--- src/rtl/elevator_pkg.sv ---
// Shared elevator types: direction encoding, floor-sensor codes and FSM states.
package elevator_pkg;

  typedef enum logic [1:0] {
    IDLE = 2'b00,
    UP   = 2'b01,
    DOWN = 2'b10,
    RSVD = 2'b11
  } dir_t;

  localparam logic [1:0] FS_NONE = 2'b00;
  localparam logic [1:0] FS_F1   = 2'b01;
  localparam logic [1:0] FS_F2   = 2'b10;
  localparam logic [1:0] FS_F3   = 2'b11;

  typedef enum logic {
    AT_FLOOR = 1'b0,
    TRANSIT  = 1'b1
  } fs_state_t;

  function automatic logic [1:0] fs_encode(input logic [1:0] floor);
    case (floor)
      2'd1:    fs_encode = FS_F1;
      2'd2:    fs_encode = FS_F2;
      2'd3:    fs_encode = FS_F3;
      default: fs_encode = FS_NONE;
    endcase
  endfunction

endpackage

--- src/rtl/floor_sensor_timer.sv ---
// Loadable down-counter that saturates at zero; zero flag reflects the registered count.
module floor_sensor_timer #(
  parameter int W = 8
) (
  input  logic         clk,
  input  logic         rst,
  input  logic         load,
  input  logic [W-1:0] load_val,
  input  logic         dec,
  output logic         zero
);

  logic [W-1:0] count;

  always_ff @(posedge clk or negedge rst) begin
    if (!rst)                    count <= '0;
    else if (load)               count <= load_val;
    else if (dec && count != '0) count <= count - W'(1);
  end

  assign zero = (count == '0);

endmodule

--- src/rtl/floor_sensor.sv ---
// Elevator shaft position sensor plant model: drives fs/moving/err from dir/door.
// Define DOOR_SENSE_EN to add the door-closed sensor output dc and gate departure on it.
module floor_sensor
  import elevator_pkg::*;
#(
  parameter int TRAVEL_CYCLES = 20,
  parameter int DOOR_CYCLES   = 8
) (
  input  logic       clk,
  input  logic       rst,
  input  logic [1:0] dir,
  input  logic       door,
  output logic [1:0] fs,
  output logic       moving,
  output logic       err
`ifdef DOOR_SENSE_EN
  ,
  output logic       dc
`endif
);

  localparam logic [7:0] TRAVEL_LD = 8'(TRAVEL_CYCLES - 1);

  if (TRAVEL_CYCLES < 2 || TRAVEL_CYCLES > 255 || DOOR_CYCLES < 1 || DOOR_CYCLES > 255)
  begin : g_bad_param
    $error("floor_sensor: TRAVEL_CYCLES/DOOR_CYCLES out of range");
  end

  fs_state_t  state, state_n;
  logic [1:0] floor, floor_n;
  logic [1:0] target, target_n;
  logic [1:0] fs_n;
  logic       moving_n, err_n;
  logic       t_load, t_dec, t_zero;
  logic       closed;
  dir_t       d;

  assign d = dir_t'(dir);

`ifdef DOOR_SENSE_EN
  localparam logic [7:0] DOOR_LD = 8'(DOOR_CYCLES - 1);
  logic d_zero;

  // Held loaded while the door is open, so a re-open restarts the close sequence.
  floor_sensor_timer #(.W(8)) u_door_tmr (
    .clk      (clk),
    .rst      (rst),
    .load     (door),
    .load_val (DOOR_LD),
    .dec      (!door && !dc),
    .zero     (d_zero)
  );

  always_ff @(posedge clk or negedge rst) begin
    if (!rst)              dc <= 1'b1;
    else if (door)         dc <= 1'b0;
    else if (!dc && d_zero) dc <= 1'b1;
  end

  assign closed = dc;
`else
  assign closed = !door;
`endif

  floor_sensor_timer #(.W(8)) u_travel_tmr (
    .clk      (clk),
    .rst      (rst),
    .load     (t_load),
    .load_val (TRAVEL_LD),
    .dec      (t_dec),
    .zero     (t_zero)
  );

  always_ff @(posedge clk or negedge rst) begin
    if (!rst) begin
      state  <= AT_FLOOR;
      floor  <= 2'd1;
      target <= 2'd1;
      fs     <= FS_F1;
      moving <= 1'b0;
      err    <= 1'b0;
    end else begin
      state  <= state_n;
      floor  <= floor_n;
      target <= target_n;
      fs     <= fs_n;
      moving <= moving_n;
      err    <= err_n;
    end
  end

  always_comb begin
    state_n  = state;
    floor_n  = floor;
    target_n = target;
    fs_n     = fs;
    moving_n = moving;
    err_n    = err;
    t_load   = 1'b0;
    t_dec    = 1'b0;
    case (state)
      AT_FLOOR: begin
        if (d == UP || d == DOWN) begin
          if ((d == UP && floor == 2'd3) || (d == DOWN && floor == 2'd1)) begin
            err_n = 1'b1;
          end else if (door) begin
            err_n = 1'b1;
          end else if (closed) begin
            target_n = (d == UP) ? floor + 2'd1 : floor - 2'd1;
            t_load   = 1'b1;
            fs_n     = FS_NONE;
            moving_n = 1'b1;
            state_n  = TRANSIT;
          end
        end
      end
      TRANSIT: begin
        // Travel is committed: dir is ignored, an open door only flags the error.
        if (door) err_n = 1'b1;
        if (t_zero) begin
          floor_n  = target;
          fs_n     = fs_encode(target);
          moving_n = 1'b0;
          state_n  = AT_FLOOR;
        end else begin
          t_dec = 1'b1;
        end
      end
      default: state_n = AT_FLOOR;
    endcase
  end

endmodule

--- config.mk ---
export PLATFORM = sky130hd
export DESIGN_NAME = floor_sensor
export DESIGN_NICKNAME = d
export VERILOG_FILES = /design/src/rtl/elevator_pkg.sv /design/src/rtl/floor_sensor_timer.sv /design/src/rtl/floor_sensor.sv
export SDC_FILE = /design/constraint.sdc
export NUM_CORES = 1
export LEC_CHECK = 0
export BUFFER_PORTS_ARGS = -buffer_cell sky130_fd_sc_hd__buf_4
export CORE_MARGIN = 3
export CORE_UTILIZATION = 55
export DETAILED_ROUTE_END_ITERATION = 8
export PLACE_DENSITY = 0.75
export SLEW_MARGIN = 15
export SYNTH_ARGS = -nofsm -noshare
export SYNTH_HDL_FRONTEND = slang
export SYNTH_SLANG_ARGS = --single-unit
--- constraint.sdc ---
create_clock -name clk -period 2.1 [get_ports clk]
set_input_delay 0.42 -clock clk [delete_from_list [all_inputs] [get_ports clk]]
set_output_delay 0.42 -clock clk [all_outputs]
set_load 0.02 [all_outputs]
==> results of run 1 <==
==> critical path: cells and delay by family, from the launching register on <==
kind | cells | cell delay (ns)
and+or+nand+nor | 1 | 0.48
AOI/OAI and AO/OA | 1 | 0.27
DFF | 1 | 0.42
adders and majority gates | 1 | 0.16
muxes | 1 | 0.18
buffers and inverters | 2 | 0.26
==> final cells by class <==
type,instances,area [µm²],area share
clock buffer,4,26.3,0.0258
inverter,9,33.8,0.0331
multi-input combinational,60,427,0.418
tap,15,18.8,0.0184
sequential,17,429,0.421
timing repair buffer,11,85.1,0.0834
==> worst max path at each step <==
stage | cells after the start | slack (ns) | start | end
floorplan | 5 | 0.32 | u_travel_tmr.count[0]$_DFFE_PN0P_ | u_travel_tmr.count[0]$_DFFE_PN0P_
global placement | 6 | 0.31 | u_travel_tmr.count[0]$_DFFE_PN0P_ | u_travel_tmr.count[0]$_DFFE_PN0P_
detailed placement | 6 | 0.30 | u_travel_tmr.count[0]$_DFFE_PN0P_ | u_travel_tmr.count[0]$_DFFE_PN0P_
CTS | 6 | 0.26 | u_travel_tmr.count[0]$_DFFE_PN0P_ | u_travel_tmr.count[0]$_DFFE_PN0P_
global route | 6 | 0.15 | u_travel_tmr.count[0]$_DFFE_PN0P_ | u_travel_tmr.count[0]$_DFFE_PN0P_
finish | 6 | 0.27 | u_travel_tmr.count[0]$_DFFE_PN0P_ | u_travel_tmr.count[0]$_DFFE_PN0P_
==> sequential cells by signal (all words and copies together) (netlist names) <==
name,cells
moving,1
u_travel_tmr.count,8
floor,2
state,1
target,2
fs,2
err,1
==> what timing repair did <==
item,in CTS,in global routing
hold buffers,1,0
endpoints found under the hold margin,14,0
setup endpoints to repair,0,0
==> synth_stat cells (2+ instances only) <==
cell type  instances  share of area
dfrtp_1           14           0.39
o21ai_0           10          0.056
inv_1              9          0.038
a21oi_1            6          0.034
ha_1               6          0.084
mux2i_1            5          0.056
nand2_1            5          0.021
dfstp_2            3          0.089
nand4_1            3          0.021
o31ai_1            3          0.025
nor3_1             2          0.011
==> logic make-up (layout without fill, tap and decap cells) <==
logic type                 count (synthesis)  in the layout  synth area share
AOI/OAI and AO/OA                         26             26             0.179
and+or+nand+nor                           22             22             0.151
DFF                                       17             17             0.482
buffers and inverters                      9             24            0.0380
adders and majority gates                  6              6            0.0844
muxes                                      5              5            0.0563
xor gates and xnor gates                   1              1           0.00985
==> per-layer routing <==
metal	global-route usage	share of wire
met3	0.0430	0.057
met5	0	0
met4	0.114	0.019
met2	0.275	0.45
met1	0.232	0.48
==> per-stage QoR <==
| step | std cells | hold slack, ns |
|---|---|---|
| floorplan | 86 | 0.124 |
| global placement | 111 | 0.289 |
| detailed placement | 111 | 0.293 |
| CTS | 116 | 0.442 |
| global route | 116 | 0.473 |
| finish | 116 | 0.444 |
==> power breakdown <==
part,internal (W),switching (W)
Clock,0.0000739,0.000102
Combinational,0.000249,0.000279
Sequential,0.000476,0.000118
Total,0.000799,0.000500
==> impl_metrics.py, run 1 <==
metrics = {
    "worst_setup_path": {
        "critPathLaunchType": "flip-flop",
        "rr_endpoint": "u_travel_tmr.count[0]$_DFFE_PN0P_",
        "setup.worst_path.class": "flip-flop to flip-flop",
        "cp.arrival_ns": 2.05,
        "reg2reg_depth": 6,
        "path_cells": "inv_1 > ha_1 > or3b_2 > o31ai_1 > buf_4 > mux2i_1",
        "cp.required_ns": 2.32,
        "worstReg2RegStart": "u_travel_tmr.count[0]$_DFFE_PN0P_",
        "reg2reg_slack_ns": 0.27,
        "cpPeakStageDelay_ns": 0.48,
        "cp_max_fo": 4,
        "cp_slowest_cell": "or3b_2",
        "cp-end-kind": "flip-flop",
    },
    "cts": {
        "clock_path_buffers": 2,
        "cts_tree": "done",
        "clk_latency_ns": 0.29,
        "post_cts_buffers": 0,
        "cts_made_buffers": 3,
        "path_clk_slew_ns": 0.09,
        "post_cts_resized": 0,
        "clock_sinks": 17,
        "clockRootBuffer": "clkbuf_4",
        "h-tree-depth": 1,
    },
    "layout": {
        "layout-drive-gt1-share": 0.198,
        "final_cell_mix": "dfrtp_1 (14), o21ai_0 (10), buf_4 (10)",
        "final_net_count": 113,
        "area_delta_synth_final_pct": 14.6,
        "fillers": 99,
        "layout.cells.most_common": "dfrtp_1",
        "fin_area_um2": 1020,
        "post-route-util": 0.729,
        "diodes": 0,
    },
    "grt": {
        "track_usage": 0.182,
        "antenna_found_initial": 0,
        "grt_pass1_wl_um": 2730,
        "grt_start_max_net_pins": 18,
        "grt_pass1_vias": 651,
        "overflow": 0,
    },
    "placement": {
        "io_buffers": 8,
        "gp_congestion": 0.804,
        "dp_worst_setup_slack_ns": 0.297,
        "placed_area_um2": 983,
        "post-dp-hpwl_um": 1200,
    },
    "timing": {
        "fin_crit_sh": 0.873,
        "finalCriticalPeriod_ns": 1.83,
        "rsz0062_at_grt": "no",
        "hold_viol": 0,
        "setup_viol": 0,
        "clock_skew_ns": 0.00395,
        "tightest_slew_ns": 0.601,
        "maxSlewViolCount": 0,
        "layout_setup_ws_ns": 0.266,
        "fmax_ghz": 0.545,
        "relSlewSlack": 0.596,
        "setup_tns_ns": 0,
    },
    "logic_synthesis": {
        "yosys_warnings": 0,
        "syn_nets": 97,
        "synth-edff-count": 0,
        "seq_area_frac_synth": 0.482,
        "ys.flop_type": "dfrtp_1",
        "syn_inst": 86,
        "synth_cell_types": 31,
        "syn_area_um2": 890,
        "async_reset_ff_frac": 1.00,
        "synth-seq-cells": 17,
        "syn_avg_cell_area_um2": 10.3,
    },
    "drt": {
        "drt_wl_total_um": 1600,
        "vias_per_cell": 6.03,
        "drt_iter0_drc": 17,
        "ant_nets": 0,
        "dr_total_vias": 699,
        "route.detailed.wl_per_inst_um": 13.8,
        "drc": 0,
        "dr.pass1.iters": 4,
    },
    "power": {
        "vdd_ir_drop_max_uv": 625,
        "p_leak_nw": 0.458,
        "total_power_w": 0.00130,
        "powerDensity_nw_per_um2": 1270,
    },
    "floorplanning": {
        "die_h_um": 46.2,
        "die-area_um2": 2140,
        "ios": 9,
        "dieWidth_um": 46.2,
        "initial_utilization": 0.636,
        "coreArea_um2": 1400,
        "std_cell_rows": 13,
    },
    "worst_hold_path": {
        "worstHoldStart": "door",
        "hold_end": "err$_DFFE_PN0P_",
        "hold_path.class": "primary input to flip-flop",
        "whs_path_depth": 3,
    },
    "flow_run": {
        "maxCapViolations": 0,
    },
    "outcome": {
        "outcome": "finished clean",
    },
}
Note: power is estimated with default switching activity, not from simulation.
==> run 2: changes to the inputs <==
--- a/config.mk
+++ b/config.mk
@@ -10,6 +10,8 @@
 export CORE_UTILIZATION = 55
 export DETAILED_ROUTE_END_ITERATION = 8
 export PLACE_DENSITY = 0.75
+export RECOVER_POWER = 25
+export SETUP_SLACK_MARGIN = 0.4
 export SLEW_MARGIN = 15
 export SYNTH_ARGS = -nofsm -noshare
 export SYNTH_HDL_FRONTEND = slang
==> run 2 against run 1 <==
Against the previous run:
- maximum frequency increased by 10%
- sequential share of layout area is 2.1 points lower
- clock skew decreased by 0.0021 ns
- core utilization grew 4.2 points
- sequential power increased by 3%
- via count up 5.3%
- register-to-register slack better by 0.17 ns
- critical path depth shrank 3
- total power is 9.2% higher
- routed wire length rose by 16%
- sequential cell count is the same
- largest cell class is now multi-input combinational cells
==> impl_metrics.py, run 2 (synthesized netlist as in run 1, its figures left out) <==
metrics = {
    "timing": {
        "tightest_slew_ns": 0.882,
        "hold_viol": 0,
        "fmax_ghz": 0.602,
        "relSlewSlack": 0.412,
        "setup_viol": 0,
        "rsz0062_at_grt": "yes",
        "finalCriticalPeriod_ns": 1.66,
        "clock_skew_ns": 0.00186,
        "fin_crit_sh": 0.790,
        "setup_tns_ns": 0,
        "layout_setup_ws_ns": 0.440,
        "hold_ws_ns": 0.436,
        "maxSlewViolCount": 0,
    },
    "cts": {
        "clock_path_buffers": 2,
        "h-tree-depth": 1,
        "cts_tree": "done",
        "clockRootBuffer": "clkbuf_4",
        "cts_made_buffers": 3,
        "path_clk_slew_ns": 0.09,
        "clk_latency_ns": 0.29,
        "clock_sinks": 17,
    },
    "worst_setup_path": {
        "critPathLaunchType": "flip-flop",
        "cp_slowest_cell": "or4b_4",
        "critPathLaunch": "u_travel_tmr.count[2]$_DFFE_PN0P_",
        "cp_max_fo": 5,
        "cp.required_ns": 2.32,
        "reg2reg_depth": 3,
        "reg2reg_slack_ns": 0.44,
        "worstReg2RegStart": "u_travel_tmr.count[2]$_DFFE_PN0P_",
        "rr_endpoint": "u_travel_tmr.count[5]$_DFFE_PN0P_",
        "cp.arrival_ns": 1.88,
        "cpPeakStageDelay_ns": 0.58,
        "cp-end-kind": "flip-flop",
        "worst-path-stages": 3,
        "cp_num_buf_inv": 0,
        "setup.worst_path.class": "flip-flop to flip-flop",
        "crit_family": "simple AND/OR/NAND/NOR gates",
        "crit_path_end": "u_travel_tmr.count[5]$_DFFE_PN0P_",
        "path_cells": "or4b_4 > or4_1 > a21oi_1",
    },
    "layout": {
        "multi_input_area_um2": 457,
        "final_net_count": 117,
        "area_delta_synth_final_pct": 21.2,
        "largest_register_ffs": 8,
        "layout.cells.most_common": "buf_4",
        "fillers": 97,
        "diodes": 0,
        "seqCellArea_um2": 432,
        "layout-drive-gt1-share": 0.286,
        "final_cell_mix": "buf_4 (13), dfrtp_1 (12), o21ai_0 (10)",
        "post-route-util": 0.771,
        "largest_register": "u_travel_tmr.count",
    },
    "floorplanning": {
        "dieWidth_um": 46.2,
        "ios": 9,
        "die_h_um": 46.2,
        "coreArea_um2": 1400,
        "initial_utilization": 0.636,
        "std_cell_rows": 13,
        "die-area_um2": 2140,
    },
    "placement": {
        "io_buffers": 8,
        "gp_congestion": 0.827,
        "post-dp-hpwl_um": 1270,
        "dp_worst_setup_slack_ns": 0.281,
    },
    "grt": {
        "antenna_found_initial": 0,
        "grt_start_max_net_pins": 18,
        "grt_pass1_vias": 663,
        "grt_pass1_wl_um": 2890,
        "track_usage": 0.190,
        "overflow": 0,
    },
    "drt": {
        "drt_wl_total_um": 1870,
        "dr_total_vias": 736,
        "dr.pass1.iters": 4,
        "drc": 0,
        "route.detailed.wl_per_inst_um": 15.6,
        "drt_iter0_drc": 42,
        "ant_nets": 0,
        "vias_per_cell": 6.13,
    },
    "power": {
        "p_leak_nw": 0.477,
        "powerDensity_nw_per_um2": 1310,
        "vdd_ir_drop_max_uv": 697,
        "total_power_w": 0.00142,
    },
    "worst_hold_path": {
        "hold_path.class": "primary input to flip-flop",
        "whs_path_depth": 3,
    },
    "flow_run": {
        "maxCapViolations": 0,
    },
    "outcome": {
        "outcome": "finished clean",
    },
}
==> run 2: per-stage QoR <==
stage | cell area (µm²) | std cells
final | 1080 | 120
after global routing | 1080 | 120
after CTS | 1040 | 116
after detailed placement | 988 | 111
after global placement | 988 | 111
after floorplan | 895 | 86
==> run 2: final cells by class <==
class / instances / area share
Timing Repair Buffer: 15 / 0.103
Tap cell: 15 / 0.0174
Multi-Input combinational cell: 60 / 0.423
Clock buffer: 4 / 0.0244
Sequential cell: 17 / 0.400
Inverter: 9 / 0.0313
==> run 2: worst min path at each step <==
| stage | start | endpoint | slack, ns |
|---|---|---|---|
| after global routing | door | err$_DFFE_PN0P_ | 0.46 |
| after CTS | door | err$_DFFE_PN0P_ | 0.44 |
| after global placement | rst | moving$_DFFE_PN0P_ | 0.29 |
| after floorplan | rst | err$_DFFE_PN0P_ | 0.12 |
| final | door | err$_DFFE_PN0P_ | 0.44 |
| after detailed placement | rst | fs[1]$_DFFE_PN0P_ | 0.29 |
==> run 2: timing repair <==
| item | CTS | global route |
|---|---|---|
| setup endpoints to repair | 4 | 3 |
| hold endpoints to repair | 14 | 0 |
| hold buffers | 1 | 0 |
| setup buffers | 0 | 4 |
| pin swaps | 1 | 1 |
| gates resized for setup | 3 | 6 |
==> run 2: worst min-delay path: cells and delay by family <==
kind                   cells  cell delay, ns
AO/OA/AOI/OAI              2            0.19
buffers and inverters      1            0.09
==> run 2: power breakdown <==
| group | internal, W | switching (W) | total, W |
|---|---|---|---|
| sequential | 0.000478 | 0.000132 | 0.000610 |
| combinational | 0.000303 | 0.000331 | 0.000634 |
| clock | 0.0000740 | 0.0000998 | 0.000174 |
==> run 2: metal layers <==
metal / GRT usage / up-vias / wire length, µm
li1: - / 354 / -
met5: 0 / - / 0
met3: 0.0352 / 6 / 119
met2: 0.305 / 30 / 870
met1: 0.252 / 346 / 846
met4: 0.0739 / 0 / 29
==> run 3: changes to the inputs <==
==> constraint.sdc (replaced) <==
create_clock -name clk -period 1.7 [get_ports clk]
set_input_delay 0.34 -clock clk [delete_from_list [all_inputs] [get_ports clk]]
set_output_delay 0.34 -clock clk [all_outputs]
set_load 0.02 [all_outputs]
==> run 3 against run 2 <==
Against the previous run:
- routed wire length is 42% higher
- clock-buffer cell count stayed put
- clock power is 32% higher
==> impl_metrics.py, run 3 (synthesized netlist as in run 1, its figures left out) <==
metrics = {
    "grt": {
        "use_met2": 0.368,
        "met1_usage": 0.265,
        "track_usage": 0.226,
        "grt_pass1_wl_um": 3370,
        "busiest_layer": "met2",
        "antenna_found_initial": 0,
        "overflow": 0,
        "grt_pass1_vias": 789,
        "grt_util_met3": 0.0547,
        "grt_start_max_net_pins": 18,
    },
    "worst_hold_path": {
        "whs_path_depth": 3,
        "hold_path.class": "primary input to flip-flop",
        "hold_end": "err$_DFFE_PN0P_",
        "worstHoldStart": "door",
    },
    "worst_setup_path": {
        "cp_max_fo": 3,
        "cpPeakStageDelay_ns": 0.42,
        "path_cells": "inv_2 > buf_4 > ha_1 > nand2_1 > a2111oi_2 > mux2i_1",
        "cp-end-kind": "flip-flop",
        "worstReg2RegStart": "u_travel_tmr.count[0]$_DFFE_PN0P_",
        "critPathLaunchType": "flip-flop",
        "cp_slowest_cell": "dfrtp_1",
        "rr_endpoint": "u_travel_tmr.count[4]$_DFFE_PN0P_",
        "cp.required_ns": 1.92,
        "reg2reg_depth": 6,
        "reg2reg_slack_ns": 0.02,
        "cp.arrival_ns": 1.90,
        "setup.worst_path.class": "flip-flop to flip-flop",
    },
    "timing": {
        "layout_setup_ws_ns": 0.0218,
        "fmax_ghz": 0.596,
        "maxSlewViolCount": 0,
        "fin_crit_sh": 0.987,
        "hold_viol": 0,
        "rsz0062_at_grt": "yes",
        "tightest_slew_ns": 0.938,
        "relSlewSlack": 0.375,
        "setup_viol": 0,
        "clock_skew_ns": 0.00308,
        "finalCriticalPeriod_ns": 1.68,
    },
    "cts": {
        "cts_tree": "done",
        "clockRootBuffer": "clkbuf_4",
        "clk_latency_ns": 0.30,
        "clock_sinks": 17,
        "cts_made_buffers": 3,
        "h-tree-depth": 1,
        "clock_path_buffers": 2,
        "path_clk_slew_ns": 0.10,
    },
    "placement": {
        "placed_area_um2": 1060,
        "gp_congestion": 0.812,
        "post-dp-hpwl_um": 1290,
        "dp_worst_setup_slack_ns": 0.0597,
        "io_buffers": 8,
    },
    "power": {
        "p_leak_nw": 0.556,
        "swShare": 0.410,
        "clkPwrFrac": 0.108,
        "total_power_w": 0.00213,
        "pwr-share-comb": 0.543,
        "p_int_w": 0.00125,
        "switching_power_w": 0.000872,
        "seq_power_share": 0.349,
        "powerDensity_nw_per_um2": 1650,
        "vdd_ir_drop_max_uv": 1050,
    },
    "outcome": {
        "outcome": "finished clean",
    },
    "layout": {
        "area_delta_synth_final_pct": 45.3,
        "layout-drive-gt1-share": 0.517,
        "final_cell_mix": "buf_4 (20), dfrtp_1 (14)",
        "post-route-util": 0.924,
        "diodes": 0,
        "layout.cells.most_common": "buf_4",
        "largest_register": "u_travel_tmr.count",
        "final_net_count": 128,
        "largest_register_ffs": 8,
        "fin_area_um2": 1290,
    },
    "drt": {
        "drc": 0,
        "vias_per_cell": 6.77,
        "dr.pass1.iters": 4,
        "ant_nets": 0,
        "drt_wl_total_um": 2650,
        "drt_iter0_drc": 42,
        "dr_total_vias": 887,
        "route.detailed.wl_per_inst_um": 20.2,
    },
    "floorplanning": {
        "dieWidth_um": 46.2,
        "std_cell_rows": 13,
        "die-area_um2": 2140,
        "ios": 9,
        "initial_utilization": 0.636,
        "die_h_um": 46.2,
        "coreArea_um2": 1400,
    },
    "flow_run": {
        "maxCapViolations": 0,
    },
}
[run 3: cell types whose count changed in the layout (fill, tap and decap cells not counted), moves of 3 or more]
cell and change:
ha_1 -3, ha_4 +4, o21ai_1 +5, o21ai_0 -8, o21ai_2 +3, buf_4 +7
buf_6 +4, inv_1 -3, inv_2 +3
[run 3: metal layers]
metal / wire, µm / vias to the layer above
met2: 1260 / 70
li1: - / 379
met4: 121 / 0
met1: 1050 / 421
met3: 219 / 17
met5: 0 / -
[run 3: how the worst max path moves through the flow]
| stage | from | end | slack [ns] | cells past startpoint |
|---|---|---|---|---|
| 6_report | u_travel_tmr.count[0]$_DFFE_PN0P_ | u_travel_tmr.count[4]$_DFFE_PN0P_ | 0.02 | 6 |
| 5_1_grt | u_travel_tmr.count[0]$_DFFE_PN0P_ | u_travel_tmr.count[5]$_DFFE_PN0P_ | -0.006 | 4 |
| 4_1_cts | u_travel_tmr.count[0]$_DFFE_PN0P_ | u_travel_tmr.count[5]$_DFFE_PN0P_ | 0.06 | 4 |
| 3_5_place_dp | u_travel_tmr.count[0]$_DFFE_PN0P_ | u_travel_tmr.count[4]$_DFFE_PN0P_ | 0.06 | 6 |
| 3_3_place_gp | u_travel_tmr.count[0]$_DFFE_PN0P_ | u_travel_tmr.count[5]$_DFFE_PN0P_ | 0.09 | 4 |
| 2_1_floorplan | u_travel_tmr.count[2]$_DFFE_PN0P_ | u_travel_tmr.count[5]$_DFFE_PN0P_ | 0.16 | 3 |
[run 3: cell type report]
| cell class | count | area, µm² |
|---|---|---|
| tap | 15 | 18.8 |
| fill | 54 | 106 |
| sequential | 17 | 429 |
| inverter | 9 | 33.8 |
| timing repair buffer | 26 | 209 |
| multi-input combinational | 60 | 576 |
| clock buffer | 4 | 26.3 |
[run 3: power by group through the flow]
stage	Sequential [W]	Combinational, W	Clock, W
6_report	0.000742	0.00116	0.000230
5_1_grt	0.000757	0.00124	0.000244
4_1_cts	0.000704	0.000936	0.000220
2_1_floorplan	0.000757	0.000464	0
3_3_place_gp	0.000697	0.000792	0
3_5_place_dp	0.000703	0.000805	0
[run 3: stage by stage]
stage                     TNS [ns]  std cells  hold WS, ns
after floorplan                  0         86       0.0444
after global placement           0        117        0.211
after detailed placement         0        117        0.212
after CTS                        0        129        0.366
after global routing      -0.00630        131        0.393
final                            0        131        0.361
[run 3: timing repair]
item                                   in CTS  in global routing
gates cloned                                0                  0
setup endpoints to repair                  16                 18
endpoints found under the hold margin      14                  0
gates resized for setup                    11                 24
hold buffers                                1                  0
setup buffers                               7                  2
pin swaps                                   1                  6
[run 3: worst max-delay path: cells and delay by family (launching register included)]
kind | cells | cell delay [ns]
flops | 1 | 0.42
compound gates | 1 | 0.41
mux | 1 | 0.26
buf+inv | 2 | 0.20
fa+ha+maj | 1 | 0.19
simple gates | 1 | 0.11
